<file path="src/rtl/fpga_spi_pkg.sv">
// fpga_spi_pkg
// Shared definitions for the FPGA configuration SPI responder:
//   - spi_state_e : frame decoder states
//   - CMD_BITS    : width of the command/address word (also the data word width)
//   - FRAME_BITS  : total bits in one frame (command word + data word)
//   - RW_BIT      : frame bit index of the read/write flag (1 = write)
package fpga_spi_pkg;

    typedef enum logic [2:0] {
        IDLE,
        ADDR,
        WDATA,
        RDATA,
        DONE
    } spi_state_e;

    localparam int CMD_BITS   = 16;
    localparam int FRAME_BITS = 2 * CMD_BITS;
    localparam int RW_BIT     = FRAME_BITS - 1;

endpackage

</file>
<file path="src/rtl/fpga_spi_slave_if.sv">
// fpga_spi_slave_if
// Register-bank bus between the SPI responder and the register file.
//   reg_addr  : captured register address (DATA_W-1 bits)
//   reg_wdata : captured write data
//   reg_wr    : one-cycle write strobe
//   reg_rd    : one-cycle read strobe
//   reg_rdata : read data, valid the cycle after reg_rd
// modport master : the SPI responder (issues strobes, receives read data)
// modport slave  : the register bank (receives strobes, returns read data)
interface fpga_spi_slave_if #(
    parameter int DATA_W = 16
) ();

    logic [DATA_W-2:0] reg_addr;
    logic [DATA_W-1:0] reg_wdata;
    logic              reg_wr;
    logic              reg_rd;
    logic [DATA_W-1:0] reg_rdata;

    modport master (
        output reg_addr,
        output reg_wdata,
        output reg_wr,
        output reg_rd,
        input  reg_rdata
    );

    modport slave (
        input  reg_addr,
        input  reg_wdata,
        input  reg_wr,
        input  reg_rd,
        output reg_rdata
    );

endinterface

</file>
<file path="src/rtl/spi_sync_edge.sv">
// spi_sync_edge
// Brings the asynchronous SPI pins into the clk domain and produces
// registered level/edge information for the frame decoder.
//   clk, reset_n          : system clock, async active-low reset
//   sclk_i, mosi_i, ss_n_i: raw pad inputs
//   sclk_rise_o/fall_o    : one-cycle pulses on synchronized SCLK edges
//   mosi_o                : synchronized MOSI, aligned with the SCLK pulses
//   ss_n_o                : synchronized slave select level
//   ss_fall_o/ss_rise_o   : one-cycle pulses on synchronized ss_n edges
//   flushed_o             : high once the pipeline holds real pad samples
// Every pulse and level appears SYNC_STAGES+1 clk after the pad change.
module spi_sync_edge #(
    parameter int SYNC_STAGES = 2
) (
    input  logic clk,
    input  logic reset_n,
    input  logic sclk_i,
    input  logic mosi_i,
    input  logic ss_n_i,
    output logic sclk_rise_o,
    output logic sclk_fall_o,
    output logic mosi_o,
    output logic ss_n_o,
    output logic ss_fall_o,
    output logic ss_rise_o,
    output logic flushed_o
);

    logic [SYNC_STAGES-1:0] sclk_sync_q, sclk_sync_d;
    logic [SYNC_STAGES-1:0] mosi_sync_q, mosi_sync_d;
    logic [SYNC_STAGES-1:0] ss_sync_q,   ss_sync_d;
    logic sclk_lvl_q, sclk_lvl_d;
    logic mosi_lvl_q, mosi_lvl_d;
    logic ss_lvl_q,   ss_lvl_d;
    logic sclk_rise_q, sclk_rise_d;
    logic sclk_fall_q, sclk_fall_d;
    logic ss_fall_q,   ss_fall_d;
    logic ss_rise_q,   ss_rise_d;
    logic [SYNC_STAGES:0] flush_q, flush_d;

    // The level register doubles as the "previous value" for edge detection,
    // so each pulse coincides with the cycle its level register changes.
    always_comb begin
        sclk_sync_d = {sclk_sync_q[SYNC_STAGES-2:0], sclk_i};
        mosi_sync_d = {mosi_sync_q[SYNC_STAGES-2:0], mosi_i};
        ss_sync_d   = {ss_sync_q[SYNC_STAGES-2:0],   ss_n_i};
        sclk_lvl_d  = sclk_sync_q[SYNC_STAGES-1];
        mosi_lvl_d  = mosi_sync_q[SYNC_STAGES-1];
        ss_lvl_d    = ss_sync_q[SYNC_STAGES-1];
        sclk_rise_d =  sclk_sync_q[SYNC_STAGES-1] & ~sclk_lvl_q;
        sclk_fall_d = ~sclk_sync_q[SYNC_STAGES-1] &  sclk_lvl_q;
        ss_rise_d   =  ss_sync_q[SYNC_STAGES-1]   & ~ss_lvl_q;
        ss_fall_d   = ~ss_sync_q[SYNC_STAGES-1]   &  ss_lvl_q;
        // A 1 walks through one flop per pipeline stage after reset; when it
        // reaches the end, the reset values have been flushed out.
        flush_d     = {flush_q[SYNC_STAGES-1:0], 1'b1};
    end

    // ss_n resets high (deselected) so reset never looks like a frame start.
    always_ff @(posedge clk or negedge reset_n) begin
        if (!reset_n) begin
            sclk_sync_q <= '0;
            mosi_sync_q <= '0;
            ss_sync_q   <= '1;
            sclk_lvl_q  <= 1'b0;
            mosi_lvl_q  <= 1'b0;
            ss_lvl_q    <= 1'b1;
            sclk_rise_q <= 1'b0;
            sclk_fall_q <= 1'b0;
            ss_fall_q   <= 1'b0;
            ss_rise_q   <= 1'b0;
            flush_q     <= '0;
        end else begin
            sclk_sync_q <= sclk_sync_d;
            mosi_sync_q <= mosi_sync_d;
            ss_sync_q   <= ss_sync_d;
            sclk_lvl_q  <= sclk_lvl_d;
            mosi_lvl_q  <= mosi_lvl_d;
            ss_lvl_q    <= ss_lvl_d;
            sclk_rise_q <= sclk_rise_d;
            sclk_fall_q <= sclk_fall_d;
            ss_fall_q   <= ss_fall_d;
            ss_rise_q   <= ss_rise_d;
            flush_q     <= flush_d;
        end
    end

    assign sclk_rise_o = sclk_rise_q;
    assign sclk_fall_o = sclk_fall_q;
    assign mosi_o      = mosi_lvl_q;
    assign ss_n_o      = ss_lvl_q;
    assign ss_fall_o   = ss_fall_q;
    assign ss_rise_o   = ss_rise_q;
    assign flushed_o   = flush_q[SYNC_STAGES];

endmodule

</file>
<file path="src/rtl/fpga_spi_slave.sv">
// fpga_spi_slave
// SPI mode-0 responder for the FPGA configuration bus. Decodes 2*DATA_W-bit
// frames (R/W + address word, then data word) into single-cycle register
// write/read strobes and returns read data on MISO within the same frame.
//   clk, reset_n  : system clock, async active-low reset
//   spi_sclk      : SPI clock (asynchronous to clk)
//   spi_mosi      : serial data in, MSB first
//   spi_ss_n      : active-low slave select, frame boundary
//   spi_miso      : serial data out, MSB first
//   spi_miso_oe   : MISO pad output enable
//   frame_abort   : one-cycle pulse when a frame ends early
//   reg_bus       : register-bank bus (address, write data, strobes, read data)
module fpga_spi_slave
    import fpga_spi_pkg::*;
#(
    parameter int DATA_W      = CMD_BITS,
    parameter int SYNC_STAGES = 2
) (
    input  logic clk,
    input  logic reset_n,
    input  logic spi_sclk,
    input  logic spi_mosi,
    input  logic spi_ss_n,
    output logic spi_miso,
    output logic spi_miso_oe,
    output logic frame_abort,
    fpga_spi_slave_if.master reg_bus
);

    localparam int FRAME_W = 2 * DATA_W;
    localparam int CNT_W   = $clog2(FRAME_W + 1);
    localparam int RW_IDX  = DATA_W - 1;

    logic sclk_rise, sclk_fall, mosi_lvl, ss_lvl, ss_fall, ss_rise, flushed;

    spi_sync_edge #(
        .SYNC_STAGES(SYNC_STAGES)
    ) u_sync (
        .clk        (clk),
        .reset_n    (reset_n),
        .sclk_i     (spi_sclk),
        .mosi_i     (spi_mosi),
        .ss_n_i     (spi_ss_n),
        .sclk_rise_o(sclk_rise),
        .sclk_fall_o(sclk_fall),
        .mosi_o     (mosi_lvl),
        .ss_n_o     (ss_lvl),
        .ss_fall_o  (ss_fall),
        .ss_rise_o  (ss_rise),
        .flushed_o  (flushed)
    );

    spi_state_e        state_q, state_d;
    logic [CNT_W-1:0]  cnt_q, cnt_d;
    logic [DATA_W-2:0] rx_q, rx_d;
    logic [DATA_W-1:0] rx_next;
    logic [DATA_W-1:0] tx_q, tx_d;
    logic              miso_q, miso_d;
    logic [DATA_W-2:0] addr_q, addr_d;
    logic [DATA_W-1:0] wdata_q, wdata_d;
    logic              wr_q, wr_d;
    logic              rd_q, rd_d;
    logic              rd_dly_q, rd_dly_d;
    logic              abort_q, abort_d;
    logic              armed_q, armed_d;

    // Frame decoder. rx only keeps DATA_W-1 bits because the newest bit comes
    // straight from mosi_lvl, so rx_next is the complete word on the last
    // rising edge of each half-frame.
    // armed_q blocks a frame start until ss_n has genuinely been seen high
    // after reset, so a reset in the middle of a frame discards the remainder.
    always_comb begin
        state_d  = state_q;
        cnt_d    = cnt_q;
        rx_d     = rx_q;
        tx_d     = tx_q;
        miso_d   = miso_q;
        addr_d   = addr_q;
        wdata_d  = wdata_q;
        wr_d     = 1'b0;
        rd_d     = 1'b0;
        rd_dly_d = rd_q;
        abort_d  = 1'b0;
        armed_d  = armed_q | (flushed & ss_lvl);
        rx_next  = {rx_q, mosi_lvl};

        case (state_q)
            IDLE: begin
                cnt_d = '0;
                if (ss_fall && armed_q) begin
                    state_d = ADDR;
                end
            end

            ADDR: begin
                if (ss_rise) begin
                    abort_d = (cnt_q != '0);
                    state_d = IDLE;
                end else if (sclk_rise) begin
                    rx_d  = rx_next[DATA_W-2:0];
                    cnt_d = cnt_q + CNT_W'(1);
                    if (cnt_q == CNT_W'(DATA_W - 1)) begin
                        addr_d = rx_next[DATA_W-2:0];
                        if (rx_next[RW_IDX]) begin
                            state_d = WDATA;
                        end else begin
                            rd_d    = 1'b1;
                            state_d = RDATA;
                        end
                    end
                end
            end

            WDATA: begin
                if (ss_rise) begin
                    abort_d = 1'b1;
                    state_d = IDLE;
                end else if (sclk_rise) begin
                    rx_d  = rx_next[DATA_W-2:0];
                    cnt_d = cnt_q + CNT_W'(1);
                    if (cnt_q == CNT_W'(FRAME_W - 1)) begin
                        wdata_d = rx_next;
                        wr_d    = 1'b1;
                        state_d = DONE;
                    end
                end
            end

            RDATA: begin
                if (ss_rise) begin
                    abort_d = 1'b1;
                    state_d = IDLE;
                end else begin
                    // The bus timing guarantees the first falling edge arrives
                    // well after the read data has been loaded.
                    if (sclk_fall) begin
                        miso_d = tx_q[DATA_W-1];
                        tx_d   = {tx_q[DATA_W-2:0], 1'b0};
                    end
                    if (rd_dly_q) begin
                        tx_d = reg_bus.reg_rdata;
                    end
                    if (sclk_rise) begin
                        cnt_d = cnt_q + CNT_W'(1);
                        if (cnt_q == CNT_W'(FRAME_W - 1)) begin
                            state_d = DONE;
                        end
                    end
                end
            end

            DONE: begin
                if (ss_rise) begin
                    state_d = IDLE;
                end
            end

            default: begin
                state_d = IDLE;
            end
        endcase

        // MISO is only ever driven with data while the read half is running.
        if (state_d != RDATA) begin
            miso_d = 1'b0;
        end
        if (state_d == IDLE) begin
            cnt_d = '0;
        end
    end

    always_ff @(posedge clk or negedge reset_n) begin
        if (!reset_n) begin
            state_q  <= IDLE;
            cnt_q    <= '0;
            rx_q     <= '0;
            tx_q     <= '0;
            miso_q   <= 1'b0;
            addr_q   <= '0;
            wdata_q  <= '0;
            wr_q     <= 1'b0;
            rd_q     <= 1'b0;
            rd_dly_q <= 1'b0;
            abort_q  <= 1'b0;
            armed_q  <= 1'b0;
        end else begin
            state_q  <= state_d;
            cnt_q    <= cnt_d;
            rx_q     <= rx_d;
            tx_q     <= tx_d;
            miso_q   <= miso_d;
            addr_q   <= addr_d;
            wdata_q  <= wdata_d;
            wr_q     <= wr_d;
            rd_q     <= rd_d;
            rd_dly_q <= rd_dly_d;
            abort_q  <= abort_d;
            armed_q  <= armed_d;
        end
    end

    assign spi_miso          = miso_q;
    assign spi_miso_oe       = ~ss_lvl;
    assign frame_abort       = abort_q;
    assign reg_bus.reg_addr  = addr_q;
    assign reg_bus.reg_wdata = wdata_q;
    assign reg_bus.reg_wr    = wr_q;
    assign reg_bus.reg_rd    = rd_q;

endmodule

</file>
<file path="src/flat_wrapper.sv">
// flat-port wrapper written by rule: the top's interface ports become plain ports
module fpga_spi_slave_flat import fpga_spi_pkg::*;
#(
    parameter int DATA_W      = CMD_BITS,
    parameter int SYNC_STAGES = 2
)
  (clk, reset_n, spi_sclk, spi_mosi, spi_ss_n, spi_miso, spi_miso_oe, frame_abort, reg_bus_reg_addr, reg_bus_reg_wdata, reg_bus_reg_wr, reg_bus_reg_rd, reg_bus_reg_rdata);
  fpga_spi_slave_if #(.DATA_W(DATA_W)) reg_bus_i ();
  input  logic clk;
  input  logic reset_n;
  input  logic spi_sclk;
  input  logic spi_mosi;
  input  logic spi_ss_n;
  output logic spi_miso;
  output logic spi_miso_oe;
  output logic frame_abort;
  output wire logic [$bits(reg_bus_i.reg_addr)-1:0] reg_bus_reg_addr;
  output wire logic [$bits(reg_bus_i.reg_wdata)-1:0] reg_bus_reg_wdata;
  output wire logic [$bits(reg_bus_i.reg_wr)-1:0] reg_bus_reg_wr;
  output wire logic [$bits(reg_bus_i.reg_rd)-1:0] reg_bus_reg_rd;
  input wire logic [$bits(reg_bus_i.reg_rdata)-1:0] reg_bus_reg_rdata;
  assign reg_bus_reg_addr = reg_bus_i.reg_addr;
  assign reg_bus_reg_wdata = reg_bus_i.reg_wdata;
  assign reg_bus_reg_wr = reg_bus_i.reg_wr;
  assign reg_bus_reg_rd = reg_bus_i.reg_rd;
  assign reg_bus_i.reg_rdata = reg_bus_reg_rdata;
  fpga_spi_slave #(.DATA_W(DATA_W), .SYNC_STAGES(SYNC_STAGES)) u_core (.clk(clk), .reset_n(reset_n), .spi_sclk(spi_sclk), .spi_mosi(spi_mosi), .spi_ss_n(spi_ss_n), .spi_miso(spi_miso), .spi_miso_oe(spi_miso_oe), .frame_abort(frame_abort), .reg_bus(reg_bus_i));
endmodule
</file>
<file path="config.mk">
export PLATFORM = sky130hd
export DESIGN_NAME = fpga_spi_slave_flat
export DESIGN_NICKNAME = d
export VERILOG_FILES = /design/src/rtl/fpga_spi_pkg.sv /design/src/rtl/fpga_spi_slave_if.sv /design/src/rtl/spi_sync_edge.sv /design/src/rtl/fpga_spi_slave.sv /design/src/flat_wrapper.sv
export SDC_FILE = /design/constraint.sdc
export NUM_CORES = 1
export LEC_CHECK = 0
export CAP_MARGIN = 20
export CORE_ASPECT_RATIO = 0.7
export CORE_MARGIN = 3
export CORE_UTILIZATION = 45
export DETAILED_ROUTE_END_ITERATION = 10
export MAX_ROUTING_LAYER = met4
export PLACE_DENSITY = 0.71
export SETUP_SLACK_MARGIN = 0.4
export SLEW_MARGIN = 10
export SYNTH_ARGS = -nofsm -noshare
export SYNTH_HDL_FRONTEND = slang
export SYNTH_HIERARCHICAL = 1
export SYNTH_SLANG_ARGS = --single-unit
</file>
<file path="constraint.sdc">
create_clock -name clk -period 1.8 [get_ports clk]
set_input_delay 0.27 -clock clk [delete_from_list [all_inputs] [get_ports clk]]
set_output_delay 0.27 -clock clk [all_outputs]
set_load 0.01 [all_outputs]
</file>
==> out/metrics.csv <==
metric,value,unit
outcome,finished with violations,
failing checks,negative setup slack,
GRT Overall Usage,18.8,%
Setup CP Type,flop to flop,
Worst Slack Setup Final,-0.000936,ns
"IR drop worst, VDD",656,uV
Max H-tree Level,3,
CP top delay family,flip-flops,
CTS clock-pin slew for the worst setup and hold paths,0.06,ns
Synth Flop Type,dfrtp_1,
CTS Root Cell,clkbuf_16,
clock buffer depth,2,
Critical Path AT,2.02,ns
CP endpoint,u_core/reg_bus.reg_wdata[10],
CP bufs+invs,2,
critical path data required time,2.02,ns
CTS tree,built,
total grt overflow,0,
ys async rst share,100,%
Setup TNS,-0.000936,ns
minimum clock period,1.80,ns
Hold Path Origin,spi_ss_n,
Final Cycle Share,100,%
nets,376,
clk_skew,0.00931,ns
ratio of cells with drive above 1 in the final layout,49.7,%
FF-to-FF End,u_core/reg_bus.reg_wdata[10],
effective utilization at floorplan,47.1,%
CP startpoint,u_core/state_q[1],
Post-Syn Area per Cell,15.0,um^2
"commonest non-fill, non-tap cell in the layout",dfrtp_1,
final wirelength,8.71,mm
Num CTS Buffers,9,
pre-CTS setup slack,-0.0385,ns
max-cap viol count,0,
Crit. End Element,flop,
Syn-to-layout area delta,47.1,%
RePlAce Congestion,0.848,
Mapped Cells,251,
Min-Delay Path Class,primary input to flop,
number of synthesized flops with an enable pin,0,
# rows,27,
antenna-violating nets left,0,
Final Max Tran Viols,0,
vias in the first global route,2405,
Yosys warning count,6,
Ant. Diodes,0,
CP Cell Sequence,nand4_1 > nor4_4 > buf_6 > clkbuf_16 > mux2_2,
DP HPWL,5.07,mm
register-to-register setup slack,-0.0009,ns
#FFs+latches synth,93,
via/cell ratio,5.27,
Crit path depth,5,
largest net degree at the start of global routing,31,
register area share after synthesis,61.9,%
io pins,57,
die area,0.00952,mm^2
Final Setup Violations,1,
Die Height,82.6,um
Synth area leaders,"dfrtp_1 60%, mux2_2 20%, dfstp_2 2.1%, mux2_1 2.1%, a21oi_1 1.1%",
CORE AREA,0.00801,mm^2
Pleak,2.73,nW
startpoint class of the critical path,flop,
Yosys top cell area share,59.8,%
most frequent cells in the layout,"83 x dfrtp_1, 53 x mux2_4, 35 x dlygate4sd2_1, 25 x buf_4, 22 x mux2_2",
Post-Syn Area,0.00377,mm^2
port bufs,56,
max incr delay on CP,0.52,ns
DR vias,2417,
die width,115,um
DRC,0,
Inst Count DP,416,
Sink Count,93,
RSZ-0062 raised after global routing,true,
antenna violations before repair,0,
fmax,555,MHz
count of cell types in the netlist,46,
net count after synthesis,274,
first-pass GRT wire length,13.0,mm
final hold viol count,0,
"area leader, netlist",dfrtp_1,
Layout Cells excl Fill,459,
drt first pass iters,4,
worst reg-to-reg path cell count,5,
"Core Util, Final",69.2,%
Pwr Density,821,mW/mm^2
Starting DRT DRC Count,163,
r2r startpoint,u_core/state_q[1],
CP max stage cell,dfrtp_2,
clk_lat worst skew,0.34,ns
"Max FO, Critical Path",10,
per-cell routed wire length,19.0,um
cell usage after synthesis (2+ instances only):
cell type and n:
buf_2 4, nor2_1 4, o21ai_0 2, dfrtp_1 90, and2b_2 4, nand3_1 4, o2111ai_1 2, and3_1 2
nand2_1 5, mux2_2 68, mux2_1 7, dfstp_2 3, clkbuf_1 3, xor2_1 4, a31oi_1 2, inv_1 4
buf_6 3, a21oi_1 8, nor2b_1 3, ha_1 2, nand4_1 2
layout make-up:
cell class | count | area, um^2
Inverter | 4 | 17.5
Clock inverter | 4 | 55.1
Fill cell | 523 | 2460
Sequential cell | 93 | 2340
Timing Repair Buffer | 102 | 1060
Multi-Input combinational cell | 143 | 1700
Tap cell | 101 | 126
Clock buffer | 12 | 246
per-stage QoR:
step	area (um^2)	total power, mW	hold slack (ns)
detailed placement	4750	2.57	0.224
global route	5540	4.71	0.330
CTS	5230	4.50	0.331
finish	5540	4.55	0.341
floorplan	3950	2.39	-0.0256
global placement	4750	2.55	0.230
metal layers:
layer / GRT usage [%] / wire, um / share of wire, %
met5: - / 0 / 0
met4: 4.57 / 81 / 0.93
met3: 6.12 / 359 / 4.1
met2: 25.9 / 3890 / 45
met1: 27.0 / 4380 / 50
worst reg2reg max path, delay by kind of cell (launching register included):
| kind | cells | cell delay, ns |
|---|---|---|
| buffers and inverters | 2 | 0.34 |
| flip-flops | 1 | 0.52 |
| multiplexers | 1 | 0.33 |
| AND/OR/NAND/NOR | 2 | 0.50 |
cell families (layout without fill, tap and decap cells):
group	count (synthesis)	in the layout	share of synthesized area (%)
AO/OA/AOI/OAI	21	21	3.62
adder cells (fa/ha/maj)	2	2	0.664
multiplexers	75	75	22.4
buffers and inverters	15	122	2.32
AND/OR/NAND/NOR	39	39	7.84
other	1	1	0.0995
XOR/XNOR	5	5	1.16
flip-flops	93	93	61.9
sequential cells by signal (all words and copies together) (netlist names), 2 cells and up:
signal	count
u_core/cnt_q	6
u_core/state_q	3
u_core/rx_q	15
u_core/u_sync/ss_sync_q	2
u_core/reg_bus.reg_addr	15
u_core/u_sync/mosi_sync_q	2
u_core/u_sync/sclk_sync_q	2
u_core/reg_bus.reg_wdata	16
u_core/u_sync/flush_q	3
u_core/tx_q	16
repair_timing:
action | CTS | global route
endpoints found under the setup margin | 109 | 72
setup buffers | 11 | 10
pin swaps | 6 | 9
endpoints found under the hold margin | 25 | 0
gates cloned | 3 | 2
hold buffers | 1 | 0
gates resized for setup | 55 | 53
where the power goes:
part | total (mW) | switching (mW) | internal (mW)
sequential | 2.28 | 0.104 | 2.18
combinational | 0.361 | 0.142 | 0.218
clock | 1.91 | 0.789 | 1.12
total | 4.55 | 1.03 | 3.52
how the worst min path moves through the flow:
stage / slack (ns) / end / depth (start not counted)
after floorplan: -0.03 / u_core/armed_q / 0
after global placement: 0.23 / u_core/reg_bus.reg_wdata[5] / 1
after detailed placement: 0.22 / u_core/reg_bus.reg_addr[5] / 1
after CTS: 0.33 / u_core/u_sync/ss_sync_q[0] / 1
after global routing: 0.33 / u_core/u_sync/ss_sync_q[0] / 1
final: 0.34 / u_core/u_sync/ss_sync_q[0] / 1
Power figures use the tool's default switching activity.
